$ cat src/rtl/systolic_feeder.sv
// Staging buffers for matrices A (N x K) and B (K x N), streamed into the west
// and north edges of the systolic MAC array with a one-cycle-per-lane skew.
module systolic_feeder #(
    parameter int N = 4,
    parameter int K = 4,
    parameter int DATA_W = 8,
    localparam int ADDR_W = $clog2(N*K)
) (
    input  logic                  clk,
    input  logic                  reset,
    input  logic                  wr_en,
    input  logic                  wr_sel,
    input  logic [ADDR_W-1:0]     wr_addr,
    input  logic [DATA_W-1:0]     wr_data,
    input  logic                  start,
    output logic [N*DATA_W-1:0]   a_out,
    output logic [N-1:0]          a_valid,
    output logic [N*DATA_W-1:0]   b_out,
    output logic [N-1:0]          b_valid,
    output logic                  busy,
    output logic                  done
);
    localparam int DEPTH = N*K;
    localparam int STEP_W = $clog2(K+N);
    localparam logic [STEP_W-1:0] LAST_STEP = STEP_W'(K+N-2);
    localparam logic [ADDR_W:0] DEPTH_V = (ADDR_W+1)'(DEPTH);

    typedef enum logic [1:0] {
        IDLE   = 2'd0,
        STREAM = 2'd1,
        FINISH = 2'd2
    } state_t;

    state_t               state;
    logic [STEP_W-1:0]    step;
    logic [DATA_W-1:0]    a_mem [DEPTH];
    logic [DATA_W-1:0]    b_mem [DEPTH];
    logic                 wr_ok;
    logic [STEP_W-1:0]    next_step;
    logic [N*DATA_W-1:0]  a_next;
    logic [N*DATA_W-1:0]  b_next;
    logic [N-1:0]         a_valid_next;
    logic [N-1:0]         b_valid_next;
    int                   step_int;
    int                   lag;
    logic [ADDR_W-1:0]    a_idx;
    logic [ADDR_W-1:0]    b_idx;

    assign wr_ok     = (state == IDLE) && wr_en && ({1'b0, wr_addr} < DEPTH_V);
    assign next_step = (state == IDLE) ? '0 : step + STEP_W'(1);

    // Buffer write port; contents survive between runs until reset
    always_ff @(posedge clk or posedge reset) begin
        if (reset) begin
            for (int i = 0; i < DEPTH; i++) begin
                a_mem[i] <= '0;
                b_mem[i] <= '0;
            end
        end else if (wr_ok) begin
            if (wr_sel) begin
                b_mem[wr_addr] <= wr_data;
            end else begin
                a_mem[wr_addr] <= wr_data;
            end
        end
    end

    // Lane contents for next_step; a write in the start cycle is forwarded into step 0
    always_comb begin
        a_next       = '0;
        b_next       = '0;
        a_valid_next = '0;
        b_valid_next = '0;
        step_int     = 32'(next_step);
        lag          = 0;
        a_idx        = '0;
        b_idx        = '0;
        for (int i = 0; i < N; i++) begin
            lag = step_int - i;
            if (lag >= 0 && lag < K) begin
                a_idx = ADDR_W'(i*K + lag);
                b_idx = ADDR_W'(lag*N + i);
                a_valid_next[i] = 1'b1;
                b_valid_next[i] = 1'b1;
                a_next[i*DATA_W +: DATA_W] = (wr_ok && !wr_sel && wr_addr == a_idx) ? wr_data : a_mem[a_idx];
                b_next[i*DATA_W +: DATA_W] = (wr_ok && wr_sel && wr_addr == b_idx) ? wr_data : b_mem[b_idx];
            end else begin
                a_valid_next[i] = 1'b0;
                b_valid_next[i] = 1'b0;
            end
        end
    end

    // Sequencer with registered edge outputs
    always_ff @(posedge clk or posedge reset) begin
        if (reset) begin
            state   <= IDLE;
            step    <= '0;
            a_out   <= '0;
            b_out   <= '0;
            a_valid <= '0;
            b_valid <= '0;
            busy    <= 1'b0;
            done    <= 1'b0;
        end else begin
            case (state)
                IDLE: begin
                    done <= 1'b0;
                    if (start) begin
                        state   <= STREAM;
                        step    <= '0;
                        a_out   <= a_next;
                        b_out   <= b_next;
                        a_valid <= a_valid_next;
                        b_valid <= b_valid_next;
                        busy    <= 1'b1;
                    end else begin
                        state <= IDLE;
                    end
                end
                STREAM: begin
                    if (step == LAST_STEP) begin
                        state   <= FINISH;
                        a_out   <= '0;
                        b_out   <= '0;
                        a_valid <= '0;
                        b_valid <= '0;
                        busy    <= 1'b0;
                        done    <= 1'b1;
                    end else begin
                        step    <= next_step;
                        a_out   <= a_next;
                        b_out   <= b_next;
                        a_valid <= a_valid_next;
                        b_valid <= b_valid_next;
                    end
                end
                FINISH: begin
                    state <= IDLE;
                    done  <= 1'b0;
                end
                default: begin
                    state   <= IDLE;
                    step    <= '0;
                    a_out   <= '0;
                    b_out   <= '0;
                    a_valid <= '0;
                    b_valid <= '0;
                    busy    <= 1'b0;
                    done    <= 1'b0;
                end
            endcase
        end
    end
endmodule

$ cat config.mk
export PLATFORM = sky130hd
export DESIGN_NAME = systolic_feeder
export DESIGN_NICKNAME = d
export VERILOG_FILES = /design/src/rtl/systolic_feeder.sv
export SDC_FILE = /design/constraint.sdc
export NUM_CORES = 1
export LEC_CHECK = 0
export ABC_CLOCK_PERIOD_IN_PS = 16900
export CAP_MARGIN = 10
export CORE_UTILIZATION = 60
export CTS_CLUSTER_DIAMETER = 30
export DETAILED_ROUTE_END_ITERATION = 8
export PLACE_DENSITY = 0.8
export SKIP_CTS_REPAIR_TIMING = 1
export SYNTH_ARGS = -nofsm -noshare
export SYNTH_HDL_FRONTEND = slang
export SYNTH_SLANG_ARGS = --single-unit
$ cat constraint.sdc
create_clock -name clk -period 16.9 [get_ports clk]
set_clock_uncertainty 0.1 [all_clocks]
set_input_delay 3.38 -clock clk [delete_from_list [all_inputs] [get_ports clk]]
set_output_delay 3.38 -clock clk [all_outputs]
set_load 0.02 [all_outputs]
==> results.toml, run 1 <==
[min_path]
hold_start = "a_out[5]$_DFFE_PP0P_"
min_path_cells = 2
hp-class = "reg -> reg"

[grt]
antenna_found_initial = 1
grt_pass1_vias = 11790
grt.total_usage_pct = 29.98
overflow = 0
grt_max_degree = 179
grt_pass1_wl_um = 67010

[outcome]
status = "completed"

[yosys]
synthArstFlopShare_pct = 100.0
synth_flop_cell = "dfrtp_1"
synthCells = 1389
synth.avg_cell_area_um2 = 12.22
synth_area_um2 = 16970
synthesis.nets = 1415
seq_area_frac_synth_pct = 48.66
synth_cell_types = 58
synth_edf_count = 0
synth_seq_cells = 330
yosys_warnings = 0

[clock_tree]
clock_latency_ps = 560
cts_root_buffer = "clkbuf_16"
clk_path_buf_depth = 3
cts_tree = "yes"
clk_pin_slew_ps = 50
numCtsBuffers = 57
h-tree-depth = 2
cts_sinks = 330

[worst_setup_path]
startpoint = "wr_sel"
r2r_cells = 12
worstSetupPathType = "in -> reg"
path_cells = "clkdlybuf4s50_1, nor4b_2, nor2b_1, nand4_1, o21ai_1, o21ai_1"
slowest_delay_ps = 730
r2r_start = "state[0]$_DFFE_PP0N_"
crit_path_end_kind = "flip-flop"
crit_top_cell = "o21ai_1"
crit_required_ps = 17210
slowest_stage = "nand4_1"
path_max_fanout = 16
startpoint_type = "primary input"
crit_arrival_ps = 6130
cpLargestDelayFamily = "simple AND/OR/NAND/NOR gates"
path_buf_inv = 1
worst-path-stages = 6

[placement]
place_congestion = 0.9201
preCtsSetupSlack_ps = 10650
io_buffers = 90
dp.cells = 1762
dp_hpwl_um = 25870

[floorplan]
rows = 61
die_h_um = 170.2
ios = 91
core_area_um2 = 27780
die_w_um = 170.2
die-area_um2 = 28960
start_util_pct = 61.08

[layout]
most-common-layout-cells = "dfrtp_1 (330), mux2_2 (264), nand2_1 (155)"
drive_gt1_share_pct = 30.27
nNetsFinal = 1469
fin_cells = 1869
n_fill_cell = 1880
area_delta_synth_final_pct = 18.08
layout_commonest_cell = "dfrtp_1"

[sta]
hold_viol = 0
maxSlewViolCount = 0
setup_viol = 0
slew-limit-headroom_pct = 26.59
worst_pin_slew_ps = 1101
layout_min_cycle_time_ps = 5826
rsz0062_at_grt = "no"
min_period_over_period_pct = 34.47
finalSetupTns_ps = 0
final.setup.worst_slack_ps = 11070
max_freq_mhz = 171.6

[drt]
drt_iter0_markers = 1101
route.detailed.drc = 0
viasPerCell = 6.285
wl_um = 42250
wl_per_cell_um = 22.60
drt_pass1_iterations = 5
drtAntennaViolNets = 0
vias = 11750

[power]
design_power_total_mw = 4.082
ir_drop_mv = 0.1885
power.leakage_nw = 9.171
p_per_area_nw_per_um2 = 203.7

[flow_run]
cap_violations = 0
## power breakdown
group / leakage [nW] / switching [mW] / total (mW) / internal (mW)
logic: 3.69 / 1.08 / 1.81 / 0.734
registers: 4.49 / 0.113 / 1.07 / 0.957
clock network: 0.983 / 0.391 / 1.20 / 0.808
total: 9.17 / 1.58 / 4.08 / 2.50
## path summary, 6_finish.rpt
check / to / slack [ps]
max in group asynchronous: a_mem[13]$_DFFE_PP0P_ / 11780
min in group asynchronous: b_mem[56]$_DFFE_PP0P_ / 3360
setup reg to reg: a_out[27]$_DFFE_PP0P_ / 11690
hold / removal: a_out[5]$_DFFE_PP0P_ / 380
hold reg to reg: a_out[5]$_DFFE_PP0P_ / 380
setup / recovery: a_out[19]$_DFFE_PP0P_ / 11070
## kinds of logic (layout without fill, tap and decap cells)
group                      after synthesis  after routing  synth area share [%]
buffers and inverters                  117            218                 3.133
xor gates and xnor gates                15             15                 1.165
muxes                                  463            463                 32.40
other                                    0              1                     0
DFF                                    330            330                 48.66
adders and majority gates                9              9                0.6636
AOI/OAI and AO/OA                      166            166                 5.751
and+or+nand+nor                        289            289                 8.221
## registers in the layout, indices dropped and copies added, names as in the netlist
name,count
b_valid,4
step,3
done,1
busy,1
b_mem,128
a_out,32
state,1
a_mem,128
b_out,32
## worst register-to-register path: stages (launching register included)
cell	delay (ps)
dfrtp_1	690
o21ai_2	160
inv_4	550
ha_2	440
xnor2_4	310
clkinv_1	570
ha_1	920
xnor2_1	130
nor3_1	200
nand2_1	460
a31oi_1	370
nor2_1	70
o21ai_1	160
## metrics by stage
stage                     hold WS [ps]  instance area, um2  utilization [%]
final                            377.1               20040            72.13
after global routing             398.8               20040            72.13
after CTS                        379.8               20040            72.12
after detailed placement         369.5               17980            64.73
after global placement           360.6               17980            64.73
after floorplan                  371.2               16970                -
## cells in the mapped netlist, types with 2 or more instances
master / n / area share, %
nor2_2: 4 / 0.15
nand3_1: 25 / 0.74
nand2b_1: 8 / 0.29
xnor2_1: 6 / 0.31
buf_2: 20 / 0.59
inv_1: 4 / 0.088
buf_1: 7 / 0.15
ha_1: 9 / 0.66
mux2_4: 2 / 0.18
nand4_1: 2 / 0.074
clkbuf_1: 68 / 1.5
xor2_1: 4 / 0.21
nand2_1: 155 / 3.4
buf_6: 3 / 0.20
mux4_2: 41 / 5.4
mux2_1: 9 / 0.60
buf_4: 11 / 0.49
a211oi_1: 25 / 1.1
mux2_2: 264 / 18
nor3_2: 3 / 0.18
mux2i_1: 147 / 8.7
nor4_4: 3 / 0.38
xnor2_4: 2 / 0.32
a31oi_1: 16 / 0.59
dfrtp_1: 330 / 49
a21oi_1: 19 / 0.56
and3_1: 9 / 0.33
nor3_1: 5 / 0.15
o21ai_1: 48 / 1.4
nor2b_1: 22 / 0.81
o21ai_0: 37 / 1.1
nor2_1: 36 / 0.80
and2_1: 3 / 0.11
nor2_4: 2 / 0.13
nand2_2: 2 / 0.074
o22ai_1: 9 / 0.33
a311oi_1: 8 / 0.41
## metal layers
metal / share of wire, % / GRT usage [%] / vias to the layer above
met4: 2.6 / 9.832 / 0
met2: 46 / 46.47 / 531
met3: 7.5 / 4.884 / 86
li1: - / - / 5134
met1: 44 / 43.19 / 5995
met5: 0 / 0 / -
## layout make-up
cell class,instances,area (um2),area share [%]
Antenna cell,1,2.502,0.01249
Clock buffer,77,1663,8.298
Clock inverter,29,389.1,1.942
Inverter,7,36.28,0.1811
Multi-Input combinational cell,942,8190,40.87
Sequential cell,330,8258,41.21
Tap cell,378,473.0,2.360
Timing Repair Buffer,105,1026,5.120
No activity file was read; power rests on OpenSTA's default activity.
==> run 2, diff against run 1 <==
--- a/config.mk
+++ b/config.mk
@@ -5,7 +5,7 @@
 export SDC_FILE = /design/constraint.sdc
 export NUM_CORES = 1
 export LEC_CHECK = 0
-export ABC_CLOCK_PERIOD_IN_PS = 16900
+export ABC_CLOCK_PERIOD_IN_PS = 5700
 export CAP_MARGIN = 10
 export CORE_UTILIZATION = 60
 export CTS_CLUSTER_DIAMETER = 30
==> constraint.sdc (replaced) <==
create_clock -name clk -period 5.7 [get_ports clk]
set_clock_uncertainty 0.1 [all_clocks]
set_input_delay 1.14 -clock clk [delete_from_list [all_inputs] [get_ports clk]]
set_output_delay 1.14 -clock clk [all_outputs]
set_load 0.02 [all_outputs]
==> run 2 against run 1 <==
  * First-iteration DRC count is 8.3% lower
  * Clock power increased to 3.3 times the previous value
  * Critical path type is now reg -> reg
  * Cell count up 1.3%
==> results.toml, run 2 (synthesis results as in run 1) <==
[grt]
grt_util_met2_pct = 49.38
gr-max-usage-layer = "met2"
grt_pass1_vias = 12250
grt.total_usage_pct = 31.23
grt_max_degree = 149
grt_pass1_wl_um = 68940
antenna_found_initial = 1
grt_use_met3_pct = 7.093
grtUsageMet1_pct = 42.22
overflow = 0

[worst_setup_path]
r2r_start = "state[0]$_DFFE_PP0N_"
slowest_delay_ps = 770
crit_required_ps = 6080
crit_top_cell = "nor2_4"
slowest_stage = "ha_1"
startpoint_type = "flip-flop"
path_cells = "nor2_4, nor2_4, ha_2, xnor2_4, clkinv_1, ha_1, xnor2_1, nor3_1, nand2_1, a31oi_1, nor2_1, o21ai_1"
path_buf_inv = 1
r2r_slack_ps = 1390
r2r_cells = 12
worstSetupPathType = "reg -> reg"
cpLargestDelayFamily = "adder cells"
crit_arrival_ps = 4690
r2r-end = "a_out[24]$_DFFE_PP0P_"
path_max_fanout = 18
crit_path_end_kind = "flip-flop"

[power]
p_sw_share_pct = 38.35
power.leakage_nw = 9.364
ir_drop_mv = 0.5462
pwr-share-clk_pct = 31.9
intPower_mw = 7.709
pwr-share-comb_pct = 42.7
p_per_area_nw_per_um2 = 612.6
design_power_total_mw = 12.51
p_seq_share_pct = 25.4
switching_power_mw = 4.796

[layout]
most-common-layout-cells = "dfrtp_1 (330), mux2_2 (264), nand2_1 (155)"
n_antenna_cell = 0
drive_gt1_share_pct = 31.20
reg_top3 = "a_mem (128), b_mem (128)"
area_delta_synth_final_pct = 20.30
layout_commonest_cell = "dfrtp_1"
nNetsFinal = 1487

[drt]
viasPerCell = 6.292
route.detailed.drc = 0
vias = 11920
drt_iter0_markers = 1010
drtAntennaViolNets = 0
wl_per_cell_um = 22.88
drt_pass1_iterations = 5
wl_um = 43340

[floorplan]
core_area_um2 = 27780
die_w_um = 170.2
start_util_pct = 61.08
die-area_um2 = 28960
die_h_um = 170.2
rows = 61
ios = 91

[sta]
maxSlewViolCount = 0
hold_viol = 0
max_freq_mhz = 232.1
layout_min_cycle_time_ps = 4309
finalSetupTns_ps = 0
worst_pin_slew_ps = 1180
min_period_over_period_pct = 75.59
slew-limit-headroom_pct = 21.08
rsz0062_at_grt = "no"
setup_viol = 0

[clock_tree]
numCtsBuffers = 69
clk_pin_slew_ps = 40
cts_sinks = 330
cts_root_buffer = "clkbuf_16"
h-tree-depth = 3
clock_latency_ps = 570
clk_path_buf_depth = 3
cts_tree = "yes"

[placement]
place_congestion = 0.8876
io_buffers = 90
dp_hpwl_um = 26840

[min_path]
min_path_cells = 2
whs_endpoint = "a_out[5]$_DFFE_PP0P_"
hold_start = "a_out[5]$_DFFE_PP0P_"
hp-class = "reg -> reg"

[flow_run]
cap_violations = 0

[outcome]
status = "completed"
-- run 2: changes by cell type in the layout (fill, tap and decap cells not counted), sizes merged --
cell,change
diode,-1
buf,+6
clkinv,+13
inv,+1
clkinvlp,-2
clkbuf,+10
bufinv,-2
-- run 2: how the worst max path moves through the flow --
stage,depth (start not counted),to,from,slack (ps)
6_report,12,a_out[24]$_DFFE_PP0P_,state[0]$_DFFE_PP0N_,1390
2_1_floorplan,1,a_mem[0]$_DFFE_PP0P_,reset,50
4_1_cts,12,a_out[24]$_DFFE_PP0P_,state[0]$_DFFE_PP0N_,1400
3_3_place_gp,12,a_out[24]$_DFFE_PP0P_,state[0]$_DFFE_PP0N_,1700
5_1_grt,12,a_out[24]$_DFFE_PP0P_,state[0]$_DFFE_PP0N_,1070
3_5_place_dp,12,a_out[24]$_DFFE_PP0P_,state[0]$_DFFE_PP0N_,1490
-- run 2: cell type report --
type                       instances  area, um2
sequential                       330       8258
multi-input combinational        942       8190
fill                            1804       7367
clock buffer                      87       1907
timing repair buffer             111       1084
tap                              378      473.0
clock inverter                    39      470.5
inverter                           7      32.53
-- run 2: power by group through the flow --
stage	Sequential (mW)	Clock [mW]	Combinational, mW
final	3.18	3.99	5.34
after global routing	3.23	4.16	5.67
after global placement	3.16	0	5.16
after floorplan	3.25	0	3.83
after CTS	3.17	4.01	5.29
after detailed placement	3.19	0	5.23
-- run 2: through the flow --
stage | utilization (%) | area (um2) | cells | hold WS (ps) | setup WS (ps)
floorplan | - | 16970 | 1389 | 371.2 | 53.33
global placement | 64.93 | 18040 | 1768 | 362.7 | 1700
detailed placement | 64.93 | 18040 | 1768 | 371.2 | 1487
CTS | 73.48 | 20410 | 1894 | 384.0 | 1405
global route | 73.48 | 20410 | 1894 | 402.6 | 1070
finish | 73.48 | 20410 | 1894 | 378.9 | 1391
-- run 2: worst register-to-register path: stages, from the launching register on --
cell      delay [ps]
dfrtp_1          570
nor2_4           300
nor2_4            70
ha_2             230
xnor2_4          620
clkinv_1         460
ha_1             770
xnor2_1          120
nor3_1           170
nand2_1          340
a31oi_1          290
nor2_1            70
o21ai_1          130
-- run 2: routing by layer --
metal,vias up,share of wire (%)
li1,5191,-
met1,6045,41
met2,567,47
met3,112,8.5
met4,2,3.0
met5,-,0.12
==> run 3, diff against run 2 <==
--- a/config.mk
+++ b/config.mk
@@ -5,12 +5,12 @@
 export SDC_FILE = /design/constraint.sdc
 export NUM_CORES = 1
 export LEC_CHECK = 0
-export ABC_CLOCK_PERIOD_IN_PS = 5700
+export ABC_CLOCK_PERIOD_IN_PS = 3900
 export CAP_MARGIN = 10
-export CORE_UTILIZATION = 60
+export CORE_UTILIZATION = 55
 export CTS_CLUSTER_DIAMETER = 30
 export DETAILED_ROUTE_END_ITERATION = 8
-export PLACE_DENSITY = 0.8
+export PLACE_DENSITY = 0.77
 export SKIP_CTS_REPAIR_TIMING = 1
 export SYNTH_ARGS = -nofsm -noshare
 export SYNTH_HDL_FRONTEND = slang
==> constraint.sdc (replaced) <==
create_clock -name clk -period 3.9 [get_ports clk]
set_clock_uncertainty 0.1 [all_clocks]
set_input_delay 0.78 -clock clk [delete_from_list [all_inputs] [get_ports clk]]
set_output_delay 0.78 -clock clk [all_outputs]
set_load 0.02 [all_outputs]
==> run 3 against run 2 <==
  * Largest cell class unchanged
  * Clock power up 39%
  * Critical path type unchanged
  * Power up 45%
  * Count of clock-buffer cells in the layout decreased by 10
  * Register-to-register slack got worse by 890 ps
  * Global-route usage down 2.6 points
  * Setup slack worse by 890 ps
  * Largest power group unchanged
  * Fmax up 27%
  * Non-clock buffer count increased by 33
==> results.toml, run 3 (synthesis results as in run 1) <==
[worst_setup_path]
r2r-end = "a_out[11]$_DFFE_PP0P_"
startpoint_type = "flip-flop"
r2r_cells = 14
cpLargestDelayFamily = "simple AND/OR/NAND/NOR gates"
crit_arrival_ps = 3740
r2r_start = "step[0]$_DFFE_PP0P_"
slowest_delay_ps = 400
cp-endpoint = "a_out[11]$_DFFE_PP0P_"
worst-path-stages = 14
worstSetupPathType = "reg -> reg"
crit_top_cell = "ha_1"
path_buf_inv = 4
startpoint = "step[0]$_DFFE_PP0P_"
path_max_fanout = 19
crit_path_end_kind = "flip-flop"
r2r_slack_ps = 500
path_cells = "inv_1, ha_1, nor2_4, inv_2, buf_4, ha_1, nand2_1, nand2_1, ha_1, xnor2_1, and4_1, nor4_1, buf_4, o21ai_1"
crit_required_ps = 4230
slowest_stage = "nor4_1"

[floorplan]
start_util_pct = 56.51
die-area_um2 = 31560
core_area_um2 = 30030
ios = 91
die_h_um = 177.7
die_w_um = 177.7
rows = 63

[drt]
viasPerCell = 6.140
drtAntennaViolNets = 0
wl_per_cell_um = 22.17
drt_iter0_markers = 1169
highest_layer = "met4"
vias = 11870
met1_length_um = 19110
route.detailed.drc = 0
dr_wl_met2_um = 19710
wl_um = 42860
drt_pass1_iterations = 5
wl_met3_um = 2761

[sta]
setup_viol = 0
hold_viol = 0
maxSlewViolCount = 0
max_freq_mhz = 293.8
layout_min_cycle_time_ps = 3404
slew-limit-headroom_pct = 33.44
holdWs_ps = 376.4
worst_pin_slew_ps = 995.3
rsz0062_at_grt = "no"
min_period_over_period_pct = 87.28

[power]
ir_drop_mv = 0.6682
power.leakage_nw = 9.446
p_per_area_nw_per_um2 = 885.2
design_power_total_mw = 18.17

[grt]
grt.total_usage_pct = 28.63
grt_pass1_vias = 12230
grt_max_degree = 84
antenna_found_initial = 0
grt_pass1_wl_um = 69340
overflow = 0

[outcome]
status = "completed"

[layout]
reg_top3 = "a_mem (128), b_mem (128)"
area_delta_synth_final_pct = 20.98
fin_area_um2 = 20530
nNetsFinal = 1517
n_fill_cell = 2094
layout_commonest_cell = "dfrtp_1"
most-common-layout-cells = "dfrtp_1 (330), mux2_2 (264), nand2_1 (155)"
n_antenna_cell = 0
drive_gt1_share_pct = 32.66
utilization_pct = 68.36

[placement]
io_buffers = 90
placedInstanceArea_um2 = 18310
dp_hpwl_um = 27470
place_congestion = 0.9307

[clock_tree]
clk_path_buf_depth = 3
clock_latency_ps = 560
cts_root_buffer = "clkbuf_16"
clk_pin_slew_ps = 50
cts_sinks = 330
h-tree-depth = 3
numCtsBuffers = 66
cts_tree = "yes"

[flow_run]
cap_violations = 0

[min_path]
hp-class = "reg -> reg"
[run 3: changes by cell type in the layout (fill, tap and decap cells not counted)]
cell        change
clkbuf_8        -2
buf_12          +1
clkinv_16       -1
clkinv_2        +3
clkinv_1        -1
buf_4          +32
clkbuf_16       -5
clkinv_4        -4
clkinvlp_4      +3
inv_6           +4
clkbuf_1        -3
[run 3: worst register-to-register path: cells and delay by family, from the launching register on]
| family | cells | cell delay [ps] |
|---|---|---|
| xor gates and xnor gates | 1 | 160 |
| adders and majority gates | 3 | 880 |
| DFF | 1 | 380 |
| AOI/OAI and AO/OA | 1 | 50 |
| and+or+nand+nor | 5 | 1140 |
| buffers and inverters | 4 | 610 |
[run 3: layout make-up]
class                   instances  area [um2]  share of cell area, %
flip-flops and latches        330        8258                  40.22
multi-input cells             942        8190                  39.90
inverters                       7       33.78                 0.1646
clock inverters                43       473.0                  2.304
repair buffers                144        1344                  6.546
clock buffers                  77        1743                  8.490
well taps                     390       488.0                  2.377
[run 3: worst min-delay path by stage]
stage,endpoint,slack (ps),depth (start not counted),startpoint
finish,b_out[31]$_DFFE_PP0P_,380,2,b_out[31]$_DFFE_PP0P_
global route,b_out[31]$_DFFE_PP0P_,390,2,b_out[31]$_DFFE_PP0P_
CTS,b_out[31]$_DFFE_PP0P_,380,2,b_out[31]$_DFFE_PP0P_
detailed placement,b_out[31]$_DFFE_PP0P_,370,2,b_out[31]$_DFFE_PP0P_
global placement,a_out[2]$_DFFE_PP0P_,360,2,a_out[2]$_DFFE_PP0P_
floorplan,b_mem[72]$_DFFE_PP0P_,370,1,b_mem[72]$_DFFE_PP0P_
[run 3: per-stage QoR]
stage / cells / setup TNS [ps] / setup slack (ps)
6_report: 1933 / 0 / 496.2
2_1_floorplan: 1389 / -457600 / -1387
4_1_cts: 1933 / 0 / 540.7
3_5_place_dp: 1813 / 0 / 559.0
5_1_grt: 1933 / 0 / 239.5
3_3_place_gp: 1813 / 0 / 638.1
[run 3: power by group]
| part | switching [mW] | total, mW | internal [mW] |
|---|---|---|---|
| logic | 4.64 | 8.02 | 3.38 |
| clock network | 1.90 | 5.54 | 3.64 |
| registers | 0.462 | 4.61 | 4.15 |
[run 3: metal layers]
metal / vias to the layer above / GRT usage [%]
li1: 5245 / -
met1: 6071 / 40.79
met2: 454 / 44.11
met3: 99 / 5.013
met4: 0 / 10.19
met5: - / 0
